[src/rtl/md_divider_pipe.sv]
// Iterative restoring divider (DIV/DIVU/REM/REMU) with a tag sideband and
// valid/ready handshakes. Divide-by-zero and signed overflow finish immediately.
//
// state  | meaning
// IDLE   | waiting for a divide request, in_ready high
// BUSY   | resolving BITS_PER_CYCLE quotient bits per edge
// DONE   | result held on out_result/out_tag until out_ready

module md_divider_pipe #(
  parameter int XLEN           = 32,
  parameter int BITS_PER_CYCLE = 2,
  parameter int TAG_W          = 5
) (
  input  logic             clk,
  input  logic             reset_n,
  input  logic             in_valid,
  output logic             in_ready,
  input  logic [2:0]       md_operation,
  input  logic [XLEN-1:0]  alu_in1,
  input  logic [XLEN-1:0]  alu_in2,
  input  logic [TAG_W-1:0] in_tag,
  input  logic             flush,
  output logic             out_valid,
  input  logic             out_ready,
  output logic [XLEN-1:0]  out_result,
  output logic [TAG_W-1:0] out_tag,
  output logic             busy
);

  localparam int N     = XLEN / BITS_PER_CYCLE;
  localparam int CNT_W = (N > 1) ? $clog2(N) : 1;

  typedef enum logic [1:0] {S_IDLE, S_BUSY, S_DONE} state_t;

  state_t state, state_nx;

  logic             is_signed, op_rem, accept;
  logic             a_neg, b_neg, div_zero, ovf, special;
  logic [XLEN-1:0]  a_abs, b_abs, special_result;

  logic [XLEN:0]    rem_q;
  logic [XLEN-1:0]  quo_q, dvs_q;
  logic [CNT_W-1:0] cnt_q;
  logic             rem_op_q, neg_q_q, neg_r_q;

  logic [XLEN:0]    r_step;
  logic [XLEN-1:0]  q_step, q_fin, r_fin;

  assign is_signed = ~md_operation[0];
  assign op_rem    = md_operation[1];
  assign accept    = (state == S_IDLE) & in_valid & md_operation[2] & ~flush;

  assign a_neg = is_signed & alu_in1[XLEN-1];
  assign b_neg = is_signed & alu_in2[XLEN-1];
  assign a_abs = a_neg ? -alu_in1 : alu_in1;
  assign b_abs = b_neg ? -alu_in2 : alu_in2;

  assign div_zero = (alu_in2 == '0);
  assign ovf      = is_signed & (alu_in1 == {1'b1, {(XLEN-1){1'b0}}}) & (&alu_in2);
  assign special  = div_zero | ovf;

  always_comb begin
    special_result = '0;
    if (div_zero)
      special_result = op_rem ? alu_in1 : '1;
    else
      special_result = op_rem ? '0 : alu_in1;
  end

  // One restoring step per resolved bit; remainder is XLEN+1 wide so the
  // shifted partial remainder never overflows the compare.
  always_comb begin
    r_step = rem_q;
    q_step = quo_q;
    for (int i = 0; i < BITS_PER_CYCLE; i++) begin
      r_step = {r_step[XLEN-1:0], q_step[XLEN-1]};
      q_step = {q_step[XLEN-2:0], 1'b0};
      if (r_step >= {1'b0, dvs_q}) begin
        r_step    = r_step - {1'b0, dvs_q};
        q_step[0] = 1'b1;
      end
    end
  end

  assign q_fin = neg_q_q ? -q_step : q_step;
  assign r_fin = neg_r_q ? -r_step[XLEN-1:0] : r_step[XLEN-1:0];

  always_ff @(posedge clk) begin
    if (!reset_n)
      state <= S_IDLE;
    else
      state <= state_nx;
  end

  always_comb begin
    state_nx = state;
    case (state)
      S_IDLE: if (accept) state_nx = special ? S_DONE : S_BUSY;
      S_BUSY: if (cnt_q == CNT_W'(0)) state_nx = S_DONE;
      S_DONE: if (out_ready) state_nx = S_IDLE;
      default: state_nx = S_IDLE;
    endcase
    if (flush) state_nx = S_IDLE;
  end

  always_comb begin
    in_ready  = (state == S_IDLE);
    busy      = (state == S_BUSY);
    out_valid = (state == S_DONE);
  end

  always_ff @(posedge clk) begin
    if (!reset_n) begin
      rem_q      <= '0;
      quo_q      <= '0;
      dvs_q      <= '0;
      cnt_q      <= '0;
      rem_op_q   <= 1'b0;
      neg_q_q    <= 1'b0;
      neg_r_q    <= 1'b0;
      out_result <= '0;
      out_tag    <= '0;
    end else if (accept) begin
      rem_q    <= '0;
      quo_q    <= a_abs;
      dvs_q    <= b_abs;
      cnt_q    <= CNT_W'(N - 1);
      rem_op_q <= op_rem;
      neg_q_q  <= a_neg ^ b_neg;
      neg_r_q  <= a_neg;
      out_tag  <= in_tag;
      if (special) out_result <= special_result;
    end else if (state == S_BUSY && !flush) begin
      rem_q <= r_step;
      quo_q <= q_step;
      cnt_q <= cnt_q - CNT_W'(1);
      if (cnt_q == CNT_W'(0)) out_result <= rem_op_q ? r_fin : q_fin;
    end
  end

endmodule

[config.mk]
export PLATFORM = sky130hd
export DESIGN_NAME = md_divider_pipe
export DESIGN_NICKNAME = d
export VERILOG_FILES = /design/src/rtl/md_divider_pipe.sv
export SDC_FILE = /design/constraint.sdc
export NUM_CORES = 1
export LEC_CHECK = 0
export CORE_ASPECT_RATIO = 1.4
export CORE_MARGIN = 4
export CORE_UTILIZATION = 58
export DETAILED_ROUTE_END_ITERATION = 7
export PLACE_DENSITY = 0.78
export SLEW_MARGIN = 20
export SYNTH_ARGS = -nofsm -noshare
export SYNTH_HDL_FRONTEND = slang
export SYNTH_SLANG_ARGS = --single-unit
[constraint.sdc]
create_clock -name clk -period 9.9 [get_ports clk]
set_input_delay 0.99 -clock clk [delete_from_list [all_inputs] [get_ports clk]]
set_output_delay 0.99 -clock clk [all_outputs]
set_load 0.05 [all_outputs]
==> key figures <==
Yosys
  – Simple-gate share of the synthesized area: 0.240
  – Synth warn: 0
  – Xor/xnor share of the synthesized area: 0.0926
  – Main synth FF type: dfxtp_1
  – FFs w/ async S/R, synth: 0
  – Synth unique cells: 90
  – Mapped Avg Cell Area: 7.21 um^2
  – Post-synthesis mux area share: 0.0318
  – Compound-Gate Fraction of Synth Area: 0.302
  – Main combinational cell family by area after synthesis: compound AO/OA/AOI/OAI gates
  – Mapped Area: 14100 um^2
  – Register bit total from synthesis: 142
  – Post-Synth Adder-Cell Area: 0.0806
  – Syn nets: 2103
  – Sequential area share after synthesis: 0.202
  – Post-Syn Instances: 1954
  – Post-synth EDFFs: 0

Timing
  – Min Clock Period, post-route: 8.83 ns
  – Slew Limit Fails: 0
  – Slew @ Worst Pin: 1.10 ns
  – Skew final: 0.0119 ns
  – Fmax: 0.113 GHz
  – Final hold viol count: 0
  – Normalized max-slew margin: 0.263
  – Crit share post-route: 0.892
  – Total negative slack: 0 ns
  – Fin Hold WS: 0.454 ns
  – Final setup fails: 0
  – Unrepaired setup endpoints after global routing: no

Clock network
  – Clk_lat worst skew: 0.44 ns
  – Reg clk slew, reported paths: 0.06 ns
  – CTS H-tree lvls: 4
  – Setup Fix Bufs, Post-CTS: 0
  – Post-CTS sizing: 0
  – Cts bufs inserted: 17
  – Clk root buf: clkbuf_16
  – CTS tree: yes
  – Hold buffer count at cts: 0
  – Maximum clock path buffer count: 2
  – Clock sink count: 142

Pwr
  – Peak VDD IR: 0.000148 V
  – LEAKAGE: 5.86 nW
  – Power Density: 219 nW/um^2

Detailed routing
  – Routed WL per cell: 23.3 um
  – 1st-pass router iterations: 8
  – Final wirelength: 54100 um
  – DR vias/cell: 6.78
  – Antenna Violating Nets Remaining: 0
  – Residual DRC count: 0
  – Via count: 15732
  – Initial DRC Count: 1497

GRT
  – Grt ovf: 0
  – Initial antenna violation count: 0
  – Global-route wire length before repair: 84100 um
  – GR Util All Layers: 0.395
  – Vias in the first global route: 15184
  – Largest net degree at the start of global routing: 88

Die
  – Starting Density: 0.588
  – Num ports: 117
  – Core area: 24000 um^2
  – Die area: 26900 um^2
  – Rows: 67
  – Die X: 140 um
  – Chip height: 192 um

Hold path
  – Hold WC Path Type: flop to flop
  – WHS Path Cells: 2
  – Hold EP: out_result[1]
  – HP Start: out_result[1]

Place
  – Gpl congestion: 1.08
  – Port bufs: 116
  – Post-DP HPWL: 41500 um

Setup path
  – Max stage delay cell, worst path: mux2i_1
  – Worst path arrival time: 9.18 ns
  – Crit Reg-Reg Endpoint: out_result[30]
  – Bufs and invs on worst path: 5
  – Largest delay contributor family on the critical path: simple AND/OR/NAND/NOR gates
  – Reg2reg path depth: 29
  – Setup crit start: dvs_q[23]
  – R2r startpoint: dvs_q[23]
  – Crit. End Element: flop
  – Worst R2R Setup Slack: 1.07 ns
  – CP Class: flop to flop
  – Critical path's largest stage delay: 0.68 ns
  – CP Max Fanout: 28
  – CP required: 10.25 ns
  – Startpoint types: flop

Final layout
  – Number of diodes: 0
  – Area Overhead vs Synth: 13.6%
  – Final nets: 2149
  – Fraction of layout instances using a drive strength above 1: 0.0572
  – Number of fill cells: 2177

Run
  – Max Cap Viol: 0

Outcome
  – Status: complete, no violations
-- routing by layer --
layer | vias up | track usage | wire [um]
met1 | 7342 | 0.461 | 20200
met4 | 0 | 0.263 | 4120
met2 | 853 | 0.664 | 25400
met5 | - | 0 | 0
li1 | 7322 | - | -
met3 | 215 | 0.0689 | 4370
-- cell type report --
type / count / area, um^2 / share of cell area
multi-input cells: 1623 / 10600 / 0.660
flip-flops and latches: 142 / 2840 / 0.178
repair buffers: 142 / 1360 / 0.0847
clock buffers: 22 / 474 / 0.0296
well taps: 310 / 388 / 0.0242
inverters: 74 / 278 / 0.0174
clock inverters: 9 / 111 / 0.00696
-- cell usage in the layout (no fill, tap or decap), types with 36 or more instances in the layout --
master           synthesis  final
a211oi_1                69     69
a21oi_1                173    172
a22oi_1                 36     36
clkdlybuf4s50_1          0    116
dfxtp_1                142    142
ha_1                    70     70
inv_1                   72     71
nand2_1                184    183
nand3_1                 39     39
nor2_1                 209    208
nor3_1                  65     65
o21ai_0                128    127
xnor2_1                 80     80
xor2_1                  69     69
-- cells in the mapped netlist, types with 28 or more instances --
library cell  count  area share
a21o_1           30       0.016
nor2_1          209       0.056
ha_1             70       0.062
xnor2_1          80       0.050
dfxtp_1         142        0.20
a22oi_1          36       0.019
inv_1            72       0.019
clkbuf_1         95       0.025
or3_1            28       0.012
nand4_1          32       0.014
nor3_1           65       0.023
o31ai_1          33       0.018
a211oi_1         69       0.037
nand2_1         184       0.049
xor2_1           69       0.043
nand3_1          39       0.014
a21oi_1         173       0.061
o211ai_1         29       0.015
o21ai_0         128       0.045
mux2i_1          29       0.021
-- worst max path at each step --
stage / cells after the start / slack, ns / to
final: 29 / 1.07 / out_result[30]
after floorplan: 36 / 1.87 / out_result[28]
after global routing: 29 / 0.56 / out_result[30]
after CTS: 29 / 1.22 / out_result[30]
after global placement: 31 / 1.65 / out_result[28]
after detailed placement: 29 / 1.32 / out_result[30]
-- cell families after synthesis --
| logic type | Yosys count |
|---|---|
| simple gates | 694 |
| mux | 42 |
| xor+xnor | 149 |
| compound gates | 644 |
| buf+inv | 189 |
| flops | 142 |
| fa+ha+maj | 94 |
-- registers in the layout, summed over array words and instances, names as in the netlist --
| name | flops |
|---|---|
| rem_q | 32 |
| neg_q_q | 1 |
| dvs_q | 32 |
| cnt_q | 4 |
| neg_r_q | 1 |
| rem_op_q | 1 |
| quo_q | 32 |
| out_tag | 5 |
| state | 2 |
| out_result | 32 |
-- power by group --
group / switching [mW] / leakage [nW] / internal (mW)
Clock: 0.265 / 0.282 / 0.390
Combinational: 1.49 / 4.43 / 0.762
Sequential: 0.0153 / 1.15 / 0.588
-- worst reg2reg max path, delay by kind of cell, from the launching register on --
family                   cells  cell delay, ns
AND/OR/NAND/NOR              9            2.76
AO/OA/AOI/OAI               10            2.75
adder cells (fa/ha/maj)      3            1.11
buffers and inverters        5            0.98
multiplexers                 1            0.69
flip-flops                   1            0.33
XOR/XNOR                     1            0.13
-- metrics by stage --
stage	setup slack (ns)	utilization	cells	power, mW	area [um^2]
5_1_grt	0.558	0.668	2322	3.68	16000
6_report	1.07	0.668	2322	3.51	16000
3_5_place_dp	1.32	0.643	2291	2.77	15400
2_1_floorplan	1.87	-	1954	2.12	14100
4_1_cts	1.22	0.668	2322	3.44	16000
3_3_place_gp	1.65	0.643	2291	2.77	15400
Power figures use the tool's default switching activity.
